===== src/rtl/axicb_decerr_slv.sv =====
// Default responder behind the crossbar: completes every unmapped AXI4 request
// with DECERR, returning the request ID in acceptance order on each channel.

module axicb_decerr_fifo #(
    parameter int W     = 8,
    parameter int DEPTH = 4
) (
    input  logic                     clk,
    input  logic                     rst_n,
    input  logic                     push,
    input  logic [W-1:0]             din,
    input  logic                     pop,
    output logic [W-1:0]             dout,
    output logic [$clog2(DEPTH):0]   count
);
    localparam int PW = $clog2(DEPTH);

    logic [W-1:0]  mem [DEPTH];
    logic [PW-1:0] wr_ptr;
    logic [PW-1:0] rd_ptr;

    always_ff @(posedge clk or negedge rst_n) begin
        if (!rst_n) begin
            wr_ptr <= '0;
            rd_ptr <= '0;
            count  <= '0;
        end else begin
            if (push) wr_ptr <= wr_ptr + 1'b1;
            if (pop)  rd_ptr <= rd_ptr + 1'b1;
            case ({push, pop})
                2'b10:   count <= count + 1'b1;
                2'b01:   count <= count - 1'b1;
                default: count <= count;
            endcase
        end
    end

    // Storage needs no reset: the pointers alone define what is valid.
    always_ff @(posedge clk) begin
        if (push) mem[wr_ptr] <= din;
    end

    assign dout = mem[rd_ptr];
endmodule

module axicb_decerr_slv #(
    parameter int                    AXI_ID_W    = 8,
    parameter int                    AXI_DATA_W  = 32,
    parameter int                    OSTDREQ_NUM = 4,
    parameter logic [AXI_DATA_W-1:0] RDATA_VAL   = '0
) (
    input  logic                  aclk,
    input  logic                  aresetn,
    input  logic                  awvalid,
    output logic                  awready,
    input  logic [AXI_ID_W-1:0]   awid,
    input  logic                  wvalid,
    output logic                  wready,
    input  logic                  wlast,
    output logic                  bvalid,
    input  logic                  bready,
    output logic [AXI_ID_W-1:0]   bid,
    output logic [1:0]            bresp,
    input  logic                  arvalid,
    output logic                  arready,
    input  logic [AXI_ID_W-1:0]   arid,
    input  logic [7:0]            arlen,
    output logic                  rvalid,
    input  logic                  rready,
    output logic [AXI_ID_W-1:0]   rid,
    output logic [1:0]            rresp,
    output logic [AXI_DATA_W-1:0] rdata,
    output logic                  rlast
);
    localparam int CW = $clog2(OSTDREQ_NUM) + 1;
    localparam logic [CW-1:0] FULL_CNT = CW'(OSTDREQ_NUM);
    localparam logic [CW-1:0] ONE_CNT  = CW'(1);

    localparam logic ST_IDLE  = 1'b0;
    localparam logic ST_BURST = 1'b1;

    logic [CW-1:0]         aw_count, b_count, ar_count;
    logic [AXI_ID_W-1:0]   aw_head;
    logic [AXI_ID_W+7:0]   ar_head;
    logic                  aw_push, aw_pop, b_push, b_pop, ar_push, ar_pop;
    logic                  state;
    logic [7:0]            cnt;

    // Readies are forced low while reset is asserted, not just after it.
    assign awready = aresetn && (aw_count != FULL_CNT);
    assign arready = aresetn && (ar_count != FULL_CNT);
    assign wready  = aresetn && (aw_count != '0) && (b_count != FULL_CNT);

    assign aw_push = awvalid && awready;
    assign aw_pop  = wvalid && wready && wlast;
    assign b_push  = aw_pop;
    assign b_pop   = bvalid && bready;
    assign ar_push = arvalid && arready;
    assign ar_pop  = rvalid && rready && rlast;

    axicb_decerr_fifo #(.W(AXI_ID_W), .DEPTH(OSTDREQ_NUM)) u_aw_fifo (
        .clk(aclk), .rst_n(aresetn), .push(aw_push), .din(awid),
        .pop(aw_pop), .dout(aw_head), .count(aw_count)
    );

    axicb_decerr_fifo #(.W(AXI_ID_W), .DEPTH(OSTDREQ_NUM)) u_b_fifo (
        .clk(aclk), .rst_n(aresetn), .push(b_push), .din(aw_head),
        .pop(b_pop), .dout(bid), .count(b_count)
    );

    axicb_decerr_fifo #(.W(AXI_ID_W + 8), .DEPTH(OSTDREQ_NUM)) u_ar_fifo (
        .clk(aclk), .rst_n(aresetn), .push(ar_push), .din({arid, arlen}),
        .pop(ar_pop), .dout(ar_head), .count(ar_count)
    );

    assign bvalid = (b_count != '0);
    assign bresp  = 2'b11;

    always_ff @(posedge aclk or negedge aresetn) begin
        if (!aresetn) begin
            state <= ST_IDLE;
            cnt   <= '0;
        end else begin
            case (state)
                ST_IDLE: begin
                    if (ar_count != '0) begin
                        state <= ST_BURST;
                        cnt   <= '0;
                    end
                end
                default: begin
                    if (rvalid && rready) begin
                        if (rlast) begin
                            // Another request already queued (or arriving now): no bubble.
                            if ((ar_count > ONE_CNT) || ar_push) cnt <= '0;
                            else state <= ST_IDLE;
                        end else begin
                            cnt <= cnt + 8'd1;
                        end
                    end
                end
            endcase
        end
    end

    assign rvalid = (state == ST_BURST);
    assign rid    = ar_head[AXI_ID_W+7:8];
    assign rlast  = (cnt == ar_head[7:0]);
    assign rresp  = 2'b11;
    assign rdata  = RDATA_VAL;
endmodule


===== config.mk =====
export PLATFORM = sky130hd
export DESIGN_NAME = axicb_decerr_slv
export DESIGN_NICKNAME = d
export VERILOG_FILES = /design/src/rtl/axicb_decerr_slv.sv
export SDC_FILE = /design/constraint.sdc
export NUM_CORES = 1
export LEC_CHECK = 0
export CAP_MARGIN = 10
export CORE_MARGIN = 1.5
export CORE_UTILIZATION = 55
export DETAILED_ROUTE_END_ITERATION = 16
export GPL_TIMING_DRIVEN = 0
export HOLD_SLACK_MARGIN = 0.05
export MAX_ROUTING_LAYER = met4
export PLACE_DENSITY = 0.77
export SYNTH_ARGS = -nofsm -noshare
export SYNTH_HDL_FRONTEND = slang
export SYNTH_SLANG_ARGS = --single-unit

===== constraint.sdc =====
create_clock -name aclk -period 2.6 [get_ports aclk]
set_input_delay 0.52 -clock aclk [delete_from_list [all_inputs] [get_ports aclk]]
set_output_delay 0.52 -clock aclk [all_outputs]
set_load 0.01 [all_outputs]

== Yosys cells after proc, flatten, opt, wreduce, memory -nomap -nowiden ==
Memories as Yosys holds them, arrays and structs flattened.
Index checks and enable logic that the tools add are counted.

* Add/sub/neg operators: 13
* Multipliers: 0
* Div/mod/pow operators: 0
* Order comparisons: 1
* Eq/ne operators: 12
* Shift operators: 0
* Multiplexer cells: 19
* Bitwise logic cells: 0
* Reduce and logical (&&, ||, !) cells: 20

{| class="wikitable"
|+ Operator list
! cell !! count
|-
| two-way mux 8 bit || 5
|-
| case mux 3 bit (2 select lines) || 3
|-
| adder 2 x 1 -> 2 bit, second input constant || 6
|-
| logical AND 1 bit || 11
|-
| two-way mux 1 bit || 11
|-
| adder 3 x 1 -> 3 bit, second input constant || 3
|-
| != test 3 bit, second input constant || 3
|-
| nonzero test 3 bit || 3
|-
| subtractor 3 x 1 -> 3 bit, second input constant || 3
|-
| adder 8 x 1 -> 8 bit, second input constant || 1
|-
| equality test 8 bit || 1
|-
| nonzero test 2 bit || 4
|-
| equality test 2 x 1 -> 1 bit, second input constant || 3
|-
| equality test 2 bit, second input constant || 3
|-
| greater-than comparator 3 x 1 -> 1 bit, second input constant || 1
|-
| != test 3 x 2 -> 1 bit, second input constant || 1
|-
| AND reduction 3 bit || 1
|-
| != test 2 x 1 -> 1 bit, second input constant || 1
|-
| logical OR 1 bit || 1
|}

* Bits in registers: 30
* Latch bits: 0
* Bits in writable memories: 128
* ROM bits: 0
* Bits of input ports: 32
* Output and inout port bits: 58
* Word-level logic and storage cells: 79
* Memories kept: 3

{| class="wikitable"
|+ Memory list
! name !! depth !! bits a word !! read ports !! clocked after memory_dff !! wr ports !! line !! text
|-
| u_ar_fifo.mem || 4 || 16 || 1 || 0 || 1 || 18 || <nowiki>logic [W-1:0] mem [DEPTH];</nowiki>
|-
| u_aw_fifo.mem || 4 || 8 || 1 || 0 || 1 || 18 ||
|-
| u_b_fifo.mem || 4 || 8 || 1 || 0 || 1 || 18 ||
|}

== Depth between registers and ports, before layout ==
* Word-level depth: 8
* Gate-level depth with buffers: 11
* Gate-level depth less buffers: 10

== Modules after synthesis ==
From an unflattened synthesis, not the netlist that was laid out.

* Cells, all modules: 380
* Area, all modules: 6765.2 µm²

{| class="wikitable"
|+ Modules (own cells, without submodules)
! module !! instances !! cells each !! area an instance (µm²)
|-
| axicb_decerr_fifo at u_ar_fifo || 1 || 115 || 2727.6
|-
| axicb_decerr_fifo at u_b_fifo || 1 || 76 || 1541.5
|-
| axicb_decerr_fifo at u_aw_fifo || 1 || 73 || 1531.5
|-
| axicb_decerr_slv || 1 || 116 || 964.7
|}

== Worst setup path after synthesis ==
Ideal clock, no wire load.

* Path type: input port to flip-flop
* Start: input aresetn
* End: register u_aw_fifo.count[2]
* Arrival: 2.513 ns
* Required time: 2.521 ns
* Setup slack: 0.008 ns
* Stages: 10
* Path buffers: 1
* Path through: inv_1 > a311oi_1 > and3_1 > clkbuf_1 > ha_1 > inv_1 > fa_1 > xor2_1 > nor2_1 > xor2_1

* Cells in the longest elaborated chain, start to end: 6
* Elaborated cells between the ends (all ways): 10
* Those cells by class: eq/ne (2); mux (1); reduce/logical (7)

{| class="wikitable"
|+ RTL lines
! element !! line !! text
|-
| from (decl) || 53 || <nowiki>input logic aresetn,</nowiki>
|-
| logical AND 1 bit * (2 in series) || 92 || <nowiki>assign wready = aresetn && (aw_count != '0) && (b_count != FULL_CNT);</nowiki>
|-
| named net wready || 58 || <nowiki>output logic wready,</nowiki>
|-
| logical AND 1 bit * (2 in series) || 95 || <nowiki>assign aw_pop = wvalid && wready && wlast;</nowiki>
|-
| named net aw_pop || 85 || <nowiki>logic aw_push, aw_pop, b_push, b_pop, ar_push, ar_pop;</nowiki>
|-
| equality test 2 x 1 -> 1 bit / equality test 2 bit (equally long branches) || 30 || <nowiki>case ({push, pop})</nowiki>
|-
| case mux 3 bit (2 select lines) / nonzero test 2 bit (equally long branches) || n/a ||
|-
| to (signal assigned) || 31 || <nowiki>2'b10: count <= count + 1'b1;</nowiki>
|-
| to (signal assigned) || 32 || <nowiki>2'b01: count <= count - 1'b1;</nowiki>
|-
| to (signal assigned) || 33 || <nowiki>default: count <= count;</nowiki>
|-
| to (decl) || 14 || <nowiki>output logic [$clog2(DEPTH):0] count</nowiki>
|}

The timed path passes the listed nets; every way through them passes the cells marked *.
A chain may end at the register's enable or synchronous reset.

== Final worst setup path ==
* Start: register u_ar_fifo.rd_ptr[0]
* End: output rlast

* Cells in the longest elaborated chain, start to end: 2

{| class="wikitable"
|+ RTL lines
! element !! line !! text
|-
| from (decl) || 20 || <nowiki>logic [PW-1:0] rd_ptr;</nowiki>
|-
| from (signal assigned) || 29 || <nowiki>if (pop) rd_ptr <= rd_ptr + 1'b1;</nowiki>
|-
| memory read (4 x 16 bit) || n/a ||
|-
| equality test 8 bit || 148 || <nowiki>assign rlast = (cnt == ar_head[7:0]);</nowiki>
|-
| to (decl) || 73 || <nowiki>output logic rlast</nowiki>
|}

Every way passes these cells.

==> impl_metrics.tcl <==
set metrics [dict create \
    synth_top_cell_area_share_pct 56.8 \
    hold_viol 0 \
    yosys_warnings 0 \
    gp_congestion 0.761 \
    fp.dieArea_sq_mm 0.0130 \
    register_area_sq_mm 0.00460 \
    cp.required_ns 2.08 \
    violations "setup timing" \
    syn_area_per_cell_sq_um 17.7 \
    antenna_left 0 \
    stdcell_count 655 \
    via_per_inst 5.24 \
    cp_max_fo 5 \
    fin_nets 549 \
    max_freq_mhz 376 \
    cap_violations 0 \
    core_sq_mm 0.0120 \
    clk_path_buf_depth 2 \
    dp.cells 617 \
    layout_setup_ws_ns -0.0596 \
    synthCells 383 \
    power.leakage_nw 3.18 \
    antenna_found_initial 0 \
    netlist_top_cells_count "edfxtp_1 (128), buf_4 (37), mux4_2 (32)" \
    numCtsBuffers 17 \
    critPathCaptureType "primary output" \
    p_total_mw 7.72 \
    cts-root-buf "clkbuf_16" \
    worstPathArrival_ns 2.14 \
    outcome "finished with violations" \
    ys_seq_area_share_pct 67.9 \
    period_share_pct 102 \
    n_antenna_cell 0 \
    start_util_pct 56.3 \
    synth-main-ff-cell "edfxtp_1" \
    grt_pass1_wl_um 18200 \
    fin_util_pct 69.6 \
    grt_max_degree 31 \
    startpoint_type "register" \
    area_delta_synth_final_pct 23.5 \
    synthTopCellsByArea "edfxtp_1 (57%), dfrtp_1 (11%), mux4_2 (11%), buf_4 (4.1%), ha_1 (3.7%)" \
    period_needed_ns 2.66 \
    worst_pin_slew_ns 0.915 \
    wire_per_inst_um 17.5 \
    final_area_sq_mm 0.00836 \
    synth-async-reset-ratio_pct 19.0 \
    rows 40 \
    grt-ovfl-total 0 \
    io_buffer_count 53 \
    multiInputGateArea_sq_mm 0.00201 \
    yosysMostFrequentCell "edfxtp_1" \
    io_pins 90 \
    cts.clk_slew.worst_paths_ns 0.06 \
    die_h_um 114 \
    p_per_area_mw_per_mm2 924 \
    placed_cell_area_sq_mm 0.00760 \
    slew_headroom_pct 39.0 \
    drc_errors 0 \
    hold_ws_ns 0.492 \
    synth.largest_area_cell "edfxtp_1" \
    crit_type "reg2out" \
    setup_tns_ns -0.0596 \
    yosysUniqueCellTypes 38 \
    finalMaxSlewViolations 0 \
    ys_ff_latch 158 \
    place_hpwl_um 7330 \
    synth_edf_count 128 \
    post-place-ws_ns -1.02 \
    hold_class "reg2reg" \
    cts_tree "done" \
    setup_viol 1 \
    cts_max_level 4 \
    wirelength_um 11500 \
    layout-drive-gt1-share_pct 26.6 \
    drt_pass1_iterations 4 \
    drt_iter0_markers 203 \
    clkLatencyLatePin_ns 0.41 \
    rsz0062_at_grt "true" \
    fillers 783 \
    ir_drop_uv 605 \
    die_w_um 114 \
    grt_pass1_vias 3419 \
    cts_sinks 158 \
    clock_skew_ns 0.00710 \
    vias 3430 \
    grtUsageTotal_pct 19.9 \
    synthesis.area_sq_mm 0.00677 \
]
## metal layers
metal | GRT usage, % | wire length (um) | share of wire, %
met3 | 5.05 | 586 | 5.1
met1 | 27.1 | 5190 | 45
met4 | 5.83 | 148 | 1.3
met2 | 30.1 | 5550 | 48
met5 | - | 0 | 0
## final timing paths
| kind | startpoint | to | slack [ns] | cells past startpoint |
|---|---|---|---|---|
| setup / recovery | u_ar_fifo.rd_ptr[0]$_DFFE_PN0P_ | rlast | -0.06 | 6 |
| hold / removal | u_b_fifo.count[0]$_DFFE_PN0P_ | u_b_fifo.count[0]$_DFFE_PN0P_ | 0.49 | 1 |
| max in group asynchronous | aresetn | u_ar_fifo.rd_ptr[0]$_DFFE_PN0P_ | 1.77 | 3 |
| setup reg to reg | u_ar_fifo.rd_ptr[0]$_DFFE_PN0P_ | u_ar_fifo.count[2]$_DFFE_PN0P_ | 0.01 | 10 |
| hold reg to reg | u_b_fifo.count[0]$_DFFE_PN0P_ | u_b_fifo.count[0]$_DFFE_PN0P_ | 0.49 | 1 |
| min in group asynchronous | aresetn | u_ar_fifo.count[2]$_DFFE_PN0P_ | 0.64 | 3 |
## cells by family after synthesis
group / synth area share [%]
mux: 11.1
flops: 67.9
other cells: 0.111
compound gates: 2.14
simple gates: 5.14
buf+inv: 5.82
fa+ha+maj: 4.29
xor+xnor: 3.49
## registers in the layout, summed over array words and instances, names as in the netlist
| signal | flops |
|---|---|
| u_ar_fifo.wr_ptr | 2 |
| rvalid | 1 |
| u_ar_fifo.rd_ptr | 2 |
| u_aw_fifo.count | 3 |
| cnt | 8 |
| u_b_fifo.wr_ptr | 2 |
| u_ar_fifo.mem | 64 |
| u_b_fifo.rd_ptr | 2 |
| u_aw_fifo.rd_ptr | 2 |
| u_ar_fifo.count | 3 |
| u_aw_fifo.wr_ptr | 2 |
| u_aw_fifo.mem | 32 |
| u_b_fifo.mem | 32 |
| u_b_fifo.count | 3 |
## final cells by class
class | instances | area share, %
timing repair buffer | 62 | 7.49
multi-input combinational | 195 | 24.1
buffer | 42 | 3.91
inverter | 19 | 0.853
clock buffer | 17 | 5.09
tap | 147 | 2.20
sequential | 158 | 55.0
clock inverter | 15 | 1.35
## repair_timing
item	CTS	global route
cloned	1	0
setup buffers	3	3
hold endpoints to repair	30	0
pin swaps	6	4
resized for setup	38	6
endpoints found under the setup margin	82	16
hold buffers	2	0
## where the power goes
group | internal [mW] | switching [mW]
Combinational | 1.02 | 0.952
Clock | 1.23 | 0.996
Sequential | 3.22 | 0.303
Total | 5.47 | 2.25
## critical path: stages, from the launching register on
cell	delay, ns
dfrtp_2	0.43
buf_8	0.16
mux4_2	0.56
xnor2_2	0.19
nand4_4	0.16
nor2_8	0.12
buf_6	0.11
## layout by cell type (no fill, tap or decap), types with 8 or more instances in the layout
master,n
conb_1,36
ha_1,19
clkdlybuf4s50_1,43
xor2_1,9
inv_1,19
dfrtp_1,28
and3_1,8
edfxtp_1,128
buf_4,43
xnor2_2,8
nand2_1,10
clkbuf_16,17
xnor2_1,10
dlygate4sd2_1,8
mux4_2,32
and2_1,11
Note: power is estimated with default switching activity, not from simulation.
